$ cat src/rtl/scratch_mem_arbiter_pkg.sv
// ---------------------------------------------------------------------------
// scratch_mem_arbiter_pkg
//   Shared definitions for the scratch memory arbiter and its users:
//   arbiter state encodings, default geometry of the 2048x32 scratch memory,
//   and base addresses of the memory regions owned by the encoder sub-blocks.
// ---------------------------------------------------------------------------
package scratch_mem_arbiter_pkg;

    localparam int NREQ_DEF   = 4;
    localparam int ADDR_W_DEF = 11;
    localparam int DATA_W_DEF = 32;

    typedef enum logic [1:0] {
        ARB    = 2'd0,  // free round-robin arbitration
        LOCKED = 2'd1,  // one requester holds the port for an RMW sequence
        TEST   = 2'd2   // test port owns the memory
    } arbState_t;

    // Region bases inside the scratch memory.
    localparam logic [ADDR_W_DEF-1:0] PERC_VAR_GAMMA1       = 11'h000;
    localparam logic [ADDR_W_DEF-1:0] PERC_VAR_GAMMA2       = 11'h010;
    localparam logic [ADDR_W_DEF-1:0] INTERPOLATION_LSF_INT = 11'h040;
    localparam logic [ADDR_W_DEF-1:0] INTERPOLATION_LSF_NEW = 11'h050;
    localparam logic [ADDR_W_DEF-1:0] LEVINSON_A            = 11'h100;
    localparam logic [ADDR_W_DEF-1:0] LEVINSON_RC           = 11'h120;

endpackage

$ cat src/rtl/scratch_mem_arbiter_pick.sv
// ---------------------------------------------------------------------------
// rr_priority_pick
//   Combinational round-robin pick: returns the first set bit of req found
//   when searching upward from ptr, wrapping modulo N.
// Ports:
//   req  - request vector
//   ptr  - index with highest priority this cycle
//   gnt  - one-hot winner (all zero when no request)
//   idx  - binary index of the winner
//   any  - at least one request present
// N must be at least 2.
// ---------------------------------------------------------------------------
module rr_priority_pick #(
    parameter int N  = 4,
    parameter int IW = $clog2(N)
) (
    input  logic [N-1:0]  req,
    input  logic [IW-1:0] ptr,
    output logic [N-1:0]  gnt,
    output logic [IW-1:0] idx,
    output logic          any
);

    int          k;
    logic [IW-1:0] kIdx;

    // Walk offsets from farthest to nearest so the nearest hit to ptr is the
    // last assignment and therefore wins.
    always_comb begin
        gnt  = '0;
        idx  = '0;
        any  = 1'b0;
        k    = 0;
        kIdx = '0;
        for (int i = N - 1; i >= 0; i--) begin
            k    = (int'(ptr) + i) % N;
            kIdx = IW'(k);
            if (req[kIdx]) begin
                gnt       = '0;
                gnt[kIdx] = 1'b1;
                idx       = kIdx;
                any       = 1'b1;
            end
        end
    end

endmodule

$ cat src/rtl/scratch_mem_arbiter.sv
// ---------------------------------------------------------------------------
// scratch_mem_arbiter
//   Round-robin arbiter and registered command port for the shared scratch
//   memory. One command per cycle, locked ownership for RMW sequences, and a
//   test-mux override that gives the test port exclusive access.
//
// Handshake: req[k] is a level request carrying reqWrite/reqAddr/reqData.
//   gnt[k] (combinational) high in a cycle means the command presented in
//   that same cycle is accepted; the requester may change its command at the
//   next edge. A granted read returns rdata qualified by rvalid[k] two edges
//   after the grant cycle. There is no backpressure on rvalid.
//
// Ports:
//   clk, reset          - clock, asynchronous active-high reset
//   req/lock/reqWrite   - per-requester request, hold-ownership, write flag
//   reqAddr/reqData     - packed per-requester address / write data
//   gnt, rvalid, rdata  - grant, read-valid strobe, broadcast read data
//   test*               - test port (testMuxSel = 1 takes the memory)
//   memAddr/memWrite/memOut - registered memory command
//   memIn               - synchronous memory read data
//   dbgState, dbgPtr    - arbiter state and round-robin pointer
// ---------------------------------------------------------------------------
module scratch_mem_arbiter
    import scratch_mem_arbiter_pkg::*;
#(
    parameter int NREQ   = NREQ_DEF,
    parameter int ADDR_W = ADDR_W_DEF,
    parameter int DATA_W = DATA_W_DEF,
    parameter int IDX_W  = $clog2(NREQ)
) (
    input  logic                   clk,
    input  logic                   reset,
    input  logic [NREQ-1:0]        req,
    input  logic [NREQ-1:0]        lock,
    input  logic [NREQ-1:0]        reqWrite,
    input  logic [NREQ*ADDR_W-1:0] reqAddr,
    input  logic [NREQ*DATA_W-1:0] reqData,
    output logic [NREQ-1:0]        gnt,
    output logic [NREQ-1:0]        rvalid,
    output logic [DATA_W-1:0]      rdata,
    input  logic                   testMuxSel,
    input  logic                   testMemWrite,
    input  logic [ADDR_W-1:0]      testWriteAddr,
    input  logic [ADDR_W-1:0]      testReadAddr,
    input  logic [DATA_W-1:0]      testMemOut,
    output logic [ADDR_W-1:0]      memAddr,
    output logic                   memWrite,
    output logic [DATA_W-1:0]      memOut,
    input  logic [DATA_W-1:0]      memIn,
    output arbState_t              dbgState,
    output logic [IDX_W-1:0]       dbgPtr
);

    arbState_t        state, nextState;
    logic [IDX_W-1:0] ptr, nextPtr;
    logic [IDX_W-1:0] owner, nextOwner;

    logic [NREQ-1:0]  pickGnt;
    logic [IDX_W-1:0] pickIdx;
    logic             pickAny;

    logic             issue;
    logic [IDX_W-1:0] issueIdx;

    // Read tracking pipe: stage 0 covers the edge that registers the
    // command, stage 1 the edge at which memIn becomes valid.
    logic             rdValid0, rdValid1;
    logic [IDX_W-1:0] rdIdx0, rdIdx1;

    rr_priority_pick #(
        .N  (NREQ),
        .IW (IDX_W)
    ) u_pick (
        .req (req),
        .ptr (ptr),
        .gnt (pickGnt),
        .idx (pickIdx),
        .any (pickAny)
    );

    // ------------------------------------------------------------------
    // Next-state, grant and issue decision
    // ------------------------------------------------------------------
    always_comb begin
        nextState = state;
        nextPtr   = ptr;
        nextOwner = owner;
        gnt       = '0;
        issue     = 1'b0;
        issueIdx  = '0;

        if (reset) begin
            // Grants are suppressed while reset is held.
            nextState = ARB;
        end else if (testMuxSel) begin
            // Override is immediate for grants; the state follows at the edge.
            nextState = TEST;
        end else begin
            unique case (state)
                LOCKED: begin
                    if (req[owner]) begin
                        gnt[owner] = 1'b1;
                        issue      = 1'b1;
                        issueIdx   = owner;
                    end
                    if (!req[owner] || !lock[owner]) begin
                        nextState = ARB;
                    end
                end
                // Leaving TEST behaves as ARB in the first released cycle,
                // so no slot is lost on the way back.
                default: begin
                    nextState = ARB;
                    if (pickAny) begin
                        gnt      = pickGnt;
                        issue    = 1'b1;
                        issueIdx = pickIdx;
                        nextPtr  = (pickIdx == IDX_W'(NREQ - 1)) ? '0
                                                                 : pickIdx + IDX_W'(1);
                        if (lock[pickIdx]) begin
                            nextState = LOCKED;
                            nextOwner = pickIdx;
                        end
                    end
                end
            endcase
        end
    end

    // ------------------------------------------------------------------
    // State, pointer and owner registers
    // ------------------------------------------------------------------
    always_ff @(posedge clk or posedge reset) begin
        if (reset) begin
            state <= ARB;
            ptr   <= '0;
            owner <= '0;
        end else begin
            state <= nextState;
            ptr   <= nextPtr;
            owner <= nextOwner;
        end
    end

    // ------------------------------------------------------------------
    // Memory command register
    // ------------------------------------------------------------------
    always_ff @(posedge clk or posedge reset) begin
        if (reset) begin
            memAddr  <= '0;
            memWrite <= 1'b0;
            memOut   <= '0;
        end else if (testMuxSel) begin
            memAddr  <= testMemWrite ? testWriteAddr : testReadAddr;
            memWrite <= testMemWrite;
            memOut   <= testMemOut;
        end else if (issue) begin
            memAddr  <= reqAddr[int'(issueIdx)*ADDR_W +: ADDR_W];
            memWrite <= reqWrite[issueIdx];
            memOut   <= reqData[int'(issueIdx)*DATA_W +: DATA_W];
        end else begin
            memWrite <= 1'b0;
        end
    end

    // ------------------------------------------------------------------
    // Read tracking; in-flight reads keep draining through a TEST entry.
    // ------------------------------------------------------------------
    always_ff @(posedge clk or posedge reset) begin
        if (reset) begin
            rdValid0 <= 1'b0;
            rdValid1 <= 1'b0;
            rdIdx0   <= '0;
            rdIdx1   <= '0;
        end else begin
            rdValid0 <= issue && !reqWrite[issueIdx];
            rdIdx0   <= issueIdx;
            rdValid1 <= rdValid0;
            rdIdx1   <= rdIdx0;
        end
    end

    assign rvalid   = rdValid1 ? (NREQ'(1) << rdIdx1) : '0;
    assign rdata    = rdValid1 ? memIn : '0;

    assign dbgState = state;
    assign dbgPtr   = ptr;

endmodule

$ cat config.mk
export PLATFORM = sky130hd
export DESIGN_NAME = scratch_mem_arbiter
export DESIGN_NICKNAME = d
export VERILOG_FILES = /design/src/rtl/scratch_mem_arbiter_pkg.sv /design/src/rtl/scratch_mem_arbiter_pick.sv /design/src/rtl/scratch_mem_arbiter.sv
export SDC_FILE = /design/constraint.sdc
export NUM_CORES = 1
export LEC_CHECK = 0
export ABC_AREA = 1
export BUFFER_PORTS_ARGS = -buffer_cell sky130_fd_sc_hd__buf_2
export CORE_AREA = 4 4 137 139
export CTS_CLUSTER_SIZE = 25
export DETAILED_ROUTE_END_ITERATION = 8
export DIE_AREA = 0 0 141 143
export PLACE_DENSITY = 0.74
export SYNTH_ARGS = -nofsm -noshare
export SYNTH_HDL_FRONTEND = slang
export SYNTH_HIERARCHICAL = 1
export SYNTH_SLANG_ARGS = --single-unit
$ cat constraint.sdc
create_clock -name clk -period 7.8 [get_ports clk]
set_input_delay 0.78 -clock clk [delete_from_list [all_inputs] [get_ports clk]]
set_output_delay 0.78 -clock clk [all_outputs]
set_load 0.02 [all_outputs]
Word-level counts from Yosys, hierarchy flattened. Cells that the tools add are included.

Register bits after elaboration: 56. Latch bits: 0. Bits in writable memories: 0. Memories kept: 0. Output and inout bits: 88. Input bits: 274. Memory bits (read-only): 0. Word-level logic and storage cells: 118.

Div/mod/pow operators: 0. Order comparisons: 12. Reduce and logical (&&, ||, !) cells: 13. Shift operators: 3. Muxes and demuxes: 69. Add/sub/neg operators: 4. Equal/unequal tests: 3. Bitwise operators: 3. Multipliers: 1.

Operator list (count): indexed part select 128 x 8 -> 32 bit (1); 2-to-1 mux 32 bit (3); indexed part select 44 x 7 -> 11 bit (1); 2-to-1 mux 4 bit (10); 2-to-1 mux 11 bit (3); 2-to-1 mux 2 bit (14); 2-to-1 mux 1 bit (26); less-than comparator 2 x 3 -> 1 bit (second input constant) (7); binary-select mux 1 bit (select 2 bit) (8); demux 1 bit (select 2 bit) (5); >= comparator 2 x 1 -> 1 bit (second input constant) (5); logical AND 1 bit (6); multiplier 2 x 4 -> 6 bit (second input constant) (1); AND reduction 5 bit (1); adder 2 x 1 -> 2 bit (second input constant) (2); adder 2 bit (second input constant) (2); inequality test 4 bit (second input constant) (1); AND reduction 4 bit (1); left shift 1 x 2 -> 4 bit (first input constant) (1); zero test 1 bit (3); inverter 1 bit (3); equality test 2 x 1 -> 1 bit (second input constant) (1); equality test 2 bit (second input constant) (1); nonzero test 2 bit (1); logical OR 1 bit (1).

Depth between registers and ports, before layout. Gate-level depths: netlist (run 1).

Depth after elaboration: 15. Mapped depth: 18. Mapped depth without buffers: 17.

Modules after synthesis. The synthesis (run 1) kept the hierarchy.

Modules (own cells, without submodules): scratch_mem_arbiter (cells an instance 945, instances 1, area an instance 5348.9 um2); rr_priority_pick (cells an instance 86, instances 1, area an instance 503.0 um2).

Least setup slack after synthesis (run 1). No wires, ideal clock.

Path type: input to output. From: input port reset. To: output port gnt[1]. Data required time: 7.020 ns. Cell stages on the path: 7. Setup slack: 3.596 ns. Data arrival time: 3.424 ns. Buffers on the path: 2. Cell sequence: inv_1 nand2_2 nor2_1 nand3_2 buf_4 buf_2 o21ai_0.

Cells in the longest elaborated chain, start to end: 1.

RTL lines: start: declaration (line scratch_mem_arbiter.sv:32) `input logic reset,`; 2-to-1 mux 4 bit (line scratch_mem_arbiter.sv:92) `if (reset) begin`; end: declaration (line scratch_mem_arbiter.sv:38) `output logic [NREQ-1:0] gnt,`.

Every way passes these cells.

Worst setup path after layout (run 1). Same ends and word-level chain as after synthesis.

==> results.ini, run 1 <==
[outcome]
status = complete, no violations

[synth]
synthTopCellsByArea = dfrtp_1, inv_1, nand3_1
yosys.area.top_type = dfrtp_1
synth_cell_type_count = 32
yosysTopAreaCellShare_pct = 23.95
synth_cells = 1031
synth_edf_count = 0
synth_area_um2 = 5852
yosysMostFrequentCell = inv_1
yosysSeqAreaShare_pct = 23.95
synthArstFlopShare_pct = 100.0
ys.warnings.count = 6
synth_fp_nets = 1314
ys_seq_elements = 56
synth-main-ff-cell = dfrtp_1
synth_commonest_cells = inv_1, nand2_1, nand3_1
avgSynthCellArea_um2 = 5.676

[critical_path]
critical_path.cell_chain = buf_2, inv_2, buf_4, nand2_2, nor2_1, nand3_4, buf_4, o21ai_0, buf_2
ff2ff_setup_slack_ns = 3.99
r2r_end = memAddr[6]
critPathTopFamily = buffers and inverters
end_kind = primary output
path_class = in2out
critPathMaxStageDelay_ns = 0.60
cp-endpoint = gnt[1]
crit_slowest_cell = buf_4
setup.worst_path.start_class = input pin
cp_num_cells = 9
critPathArrivalTime_ns = 3.08
timing.rr.start = dbgPtr[0]
path_buf_inv = 5
r2r_cells = 16
cp-startpoint = reset
critPathMaxFanout = 87
required_ns = 7.02

[grt]
grt_pass1_vias = 6634
antenna_found_initial = 2
grt_overflow_total = 0
grt_max_degree = 91
grt_pass1_wl_um = 34020
grtUsageTotal_pct = 20.84

[layout]
postLayoutCoreUtil_pct = 44.59
seqCellArea_um2 = 1401
fillCellCount = 1889
multi_input_area_um2 = 3114
nets = 1628
drive_gt1_share_pct = 30.01
area_growth_pct = 34.53

[pwr]
p_per_area_nw_per_um2 = 253.6
vdd.ir_drop.worst_v = 0.0001487
p_leak_nw = 5.163

[drt]
drc_errors = 0
via_count = 7390
wire_per_inst_um = 14.32
drtPass1Iterations = 5
vias_per_cell = 4.689
routed_wl_um = 22570
ant_nets = 0
drt_first_iter_violations = 388

[floorplanning]
core_area_um2 = 17660
die_x_um = 141
io_pins = 362
start_util_pct = 33.14
die_area_um2 = 20160
num_rows = 49
die_h_um = 143

[clock_tree]
htreeDepth = 2
path_clk_slew_ns = 0.08
cts_hold_buf = 0
cts_buffer_depth = 2
cts_buffers = 5
clk_latency_ns = 0.30
cts.repair.resized = 0
post-cts-setup-buffers = 0
cts.sinks = 56
cts_tree = done
root_buffer = clkbuf_16

[sta]
slew_violations = 0
slew_headroom_pct = 34.21
rsz0062_at_grt = no
tightest_slew_ns = 0.9868
timing.fmax_mhz = 259.4
min_period_over_period_pct = 49.43
setup_viol = 0
finalHoldViolCount = 0
finClkSkew_ns = 0.01049
finalCriticalPeriod_ns = 3.856
tns_ns = 0

[place]
gp_congestion = 0.8950
port-buffer-count = 361
dp_hpwl_um = 17140

[min_path]
hold_path.class = reg2reg

[run]
drv_cap = 0

==> power by group <==
| part | switching [mW] | total, mW | internal [mW] |
|---|---|---|---|
| registers | 0.0910 | 0.479 | 0.388 |
| logic | 0.850 | 1.28 | 0.433 |
| clock network | 0.115 | 0.235 | 0.120 |
| total | 1.06 | 2.00 | 0.941 |
==> area by class of cell <==
type / count / share of cell area (%)
Multi-Input combinational cell: 631 / 39.56
Antenna cell: 1 / 0.03179
Clock inverter: 2 / 0.1748
Inverter: 284 / 13.64
Sequential cell: 56 / 17.80
Tap cell: 229 / 3.640
Clock buffer: 6 / 1.637
Timing Repair Buffer: 367 / 23.52
==> registers in the layout, summed over array words and instances (netlist names) <==
name	count
memWrite	1
memOut	32
rdIdx0	2
rdValid0	1
dbgPtr	2
dbgState	2
owner	2
memAddr	11
rdValid1	1
rdIdx1	2
==> layout by cell type, fill, tap and decap left out, drive strengths merged <==
cell and count:
a21oi 19, a221oi 1, a32o 1, buf 367, clkbuf 6, clkinv 1, dfrtp 56, diode 1
ha 9, inv 285, nand2 230, nand3 192, nand3b 32, nand4 2, nor2 37, nor3 6
o211ai 1, o21ai 97, o31ai 2, or2 2
==> layer usage <==
layer / GRT usage [%] / part of all wire, % / up-vias / routed length (um)
met1: 25.13 / 39 / 3287 / 8802
li1: - / - / 3752 / -
met2: 37.60 / 51 / 320 / 11460
met3: 4.421 / 8.1 / 29 / 1824
met5: 0 / 0.089 / - / 20
met4: 5.762 / 2.0 / 2 / 454
==> worst reg2reg max path, stage by stage (launching register included) <==
cell and delay [ns]:
dfrtp_1 0.61, inv_2 0.18, ha_1 0.38, inv_1 0.10
nand3_2 0.12, nand2_4 0.14, inv_6 0.06, nand4_1 0.12
inv_1 0.10, o21ai_0 0.19, nand4_2 0.11, buf_4 0.32
inv_2 0.80, nand3_1 0.17, nand2_1 0.12, nand2_1 0.05
a21oi_1 0.16
==> cells by family after synthesis <==
kind of cell	after synthesis	synth area share, %
compound gates	121	10.82
buf+inv	344	23.13
fa+ha+maj	9	1.924
simple gates	501	40.18
flops	56	23.95
==> stage by stage <==
stage	power [mW]	hold slack [ns]	area [um^2]	instances	setup WS (ns)
after detailed placement	1.766	0.3491	7727	1567	3.838
after floorplan	1.376	0.3312	5852	1031	3.596
final	1.997	0.3632	7873	1576	3.944
after CTS	2.010	0.3676	7870	1575	3.839
after global placement	1.752	0.3334	7727	1567	3.831
after global routing	2.185	0.3691	7873	1576	3.557
==> how the worst min path moves through the flow <==
| stage | from | endpoint | slack [ns] | cells after the start |
|---|---|---|---|---|
| floorplan | rdIdx0[0] | rdIdx1[0] | 0.33 | 0 |
| detailed placement | rdIdx0[0] | rdIdx1[0] | 0.35 | 0 |
| CTS | rdIdx0[0] | rdIdx1[0] | 0.37 | 0 |
| global placement | rdIdx0[0] | rdIdx1[0] | 0.33 | 0 |
| finish | rdIdx0[0] | rdIdx1[0] | 0.36 | 0 |
| global route | rdIdx0[1] | rdIdx1[1] | 0.37 | 0 |
(Power assumes the default switching activity.)
==> inputs of run 2 (changes only) <==
- ABC_AREA: 1 -> 0
- CORE_AREA: 4 4 137 139 -> 4 4 140 142
- DIE_AREA: 0 0 141 143 -> 0 0 144 146
- PLACE_DENSITY: 0.74 -> 0.67
- clock period: 7.8 -> 3.7 ns (I/O delays scaled with it)
==> results.ini, run 2 <==
[layout]
largest_register_ffs = 32
drive_gt1_share_pct = 50.56
final_area_um2 = 7186
final_cell_mix = buf_2, and3_1, a211oi_1
multi_input_area_um2 = 3229
regMostFlops = memOut
seqCellArea_um2 = 1401
final_common_cell = buf_2
nets = 1172
fillCellCount = 1918
area_growth_pct = 43.11
reg_top3 = memOut x32, memAddr x11

[clock_tree]
path_clk_slew_ns = 0.08
cts_tree = done
clk_latency_ns = 0.31
cts.repair.resized = 0
post-cts-setup-buffers = 0
cts_hold_buf = 0
root_buffer = clkbuf_16
htreeDepth = 2
cts_buffers = 5
cts.sinks = 56
cts_buffer_depth = 2

[run]
drv_cap = 0

[critical_path]
cp-startpoint = dbgPtr[1]
critPathMaxStageDelay_ns = 0.39
end_kind = register
critPathMaxFanout = 77
timing.rr.start = dbgPtr[1]
setup.worst_path.start_class = register
path_buf_inv = 4
critPathArrivalTime_ns = 3.34
required_ns = 3.89
critical_path.cell_chain = inv_1, ha_1, nor2b_1, o211a_1, nor3_1, buf_4, nand3_2, and2_4, inv_2, buf_12, a211oi_1, a2111oi_2
critPathTopFamily = compound AO/OA/AOI/OAI gates
path_class = reg2reg
crit_slowest_cell = ha_1

[synth]
synth_cell_type_count = 51
synthTopCellsByArea = dfrtp_1, a211oi_1, and3_1
synth_fp_nets = 846
ys.warnings.count = 6
yosysTopAreaCellShare_pct = 27.91
synth_cells = 563
yosys.area.top_type = dfrtp_1
yosysMostFrequentCell = and3_1
synth-main-ff-cell = dfrtp_1
synth_edf_count = 0
avgSynthCellArea_um2 = 8.918
synthArstFlopShare_pct = 100.0
synth_area_um2 = 5021
ys_seq_elements = 56
synth_commonest_cells = and3_1, a211oi_1, dfrtp_1
yosysSeqAreaShare_pct = 27.91

[grt]
grt_overflow_total = 0
grtUsageTotal_pct = 19.39
grt_max_degree = 78
grt_pass1_wl_um = 32150
grt_pass1_vias = 5962
antenna_found_initial = 3

[place]
dp_hpwl_um = 16270
place_area_um2 = 7000
gp_congestion = 0.9931
port-buffer-count = 361

[drt]
drc_errors = 0
drt_first_iter_violations = 371
ant_nets = 0
wire_per_inst_um = 19.15
routed_wl_um = 21580
drtPass1Iterations = 4
via_count = 5919
vias_per_cell = 5.252

[sta]
slew_violations = 0
slew_headroom_pct = 42.07
tightest_slew_ns = 0.8690
tns_ns = 0
finalCriticalPeriod_ns = 3.157
rsz0062_at_grt = no
setup_viol = 0
timing.fmax_mhz = 316.7
holdWs_ns = 0.2820
finalHoldViolCount = 0
finClkSkew_ns = 0.007881
min_period_over_period_pct = 85.33

[floorplanning]
die_x_um = 144
num_rows = 50
die_area_um2 = 21020
start_util_pct = 27.21
die_h_um = 146
core_area_um2 = 18460
io_pins = 362

[pwr]
p_per_area_nw_per_um2 = 468.1
p_leak_nw = 3.665
vdd.ir_drop.worst_v = 0.0003118

[min_path]
hold_path.class = in2async

[outcome]
status = complete, no violations

run 2: cell count changes in the layout (fill, tap and decap cells not counted), moves of 85 or more:
cell,previous run,this run
inv_1,275,34
and3_1,0,89
o21ai_0,90,5
a211oi_1,0,86
nand2_1,220,10
nand3_1,186,3
run 2: area by class of cell:
class                           instances  area share, %
Antenna cell                            3         0.1045
Clock buffer                            6          1.933
Clock inverter                          2         0.5398
Inverter                               37          1.950
Multi-Input combinational cell        414          44.94
Sequential cell                        56          19.50
Tap cell                              234          4.075
Timing Repair Buffer                  375          26.95
run 2: cell families after synthesis:
logic type	synth area share [%]
adder cells (fa/ha/maj)	2.243
buffers and inverters	8.348
AND/OR/NAND/NOR	23.92
flip-flops	27.91
AO/OA/AOI/OAI	31.42
multiplexers	6.155
run 2: power breakdown:
part | internal (mW) | total (mW) | switching, mW
clock network | 0.341 | 0.590 | 0.250
logic | 0.786 | 1.89 | 1.10
registers | 0.765 | 0.888 | 0.123
total | 1.89 | 3.36 | 1.47
run 2: worst paths after layout:
| check | end | slack [ns] | cells past startpoint |
|---|---|---|---|
| setup / recovery | memOut[11] | 0.54 | 12 |
| min in group clk | memOut[21] | 0.30 | 3 |
| setup reg to reg | memOut[11] | 0.54 | 12 |
| hold reg to reg | rdIdx1[0] | 0.35 | 0 |
| max in group asynchronous | memAddr[7] | 2.58 | 3 |
| hold / removal | owner[1] | 0.28 | 2 |
run 2: metal layers:
metal / routed length (um) / track usage, %
met5: 0 / 0
met4: 495 / 5.885
met3: 1329 / 2.925
met2: 10860 / 33.36
met1: 8889 / 24.84
run 2: through the flow:
step	setup slack, ns	total power, mW	util (%)	std cells
after floorplan	0.3378	2.151	-	563
after global placement	0.6507	2.762	37.93	1116
after detailed placement	0.5718	2.780	37.93	1116
after CTS	0.5539	3.389	38.89	1124
after global routing	0.2835	3.600	38.94	1127
final	0.5429	3.364	38.94	1127
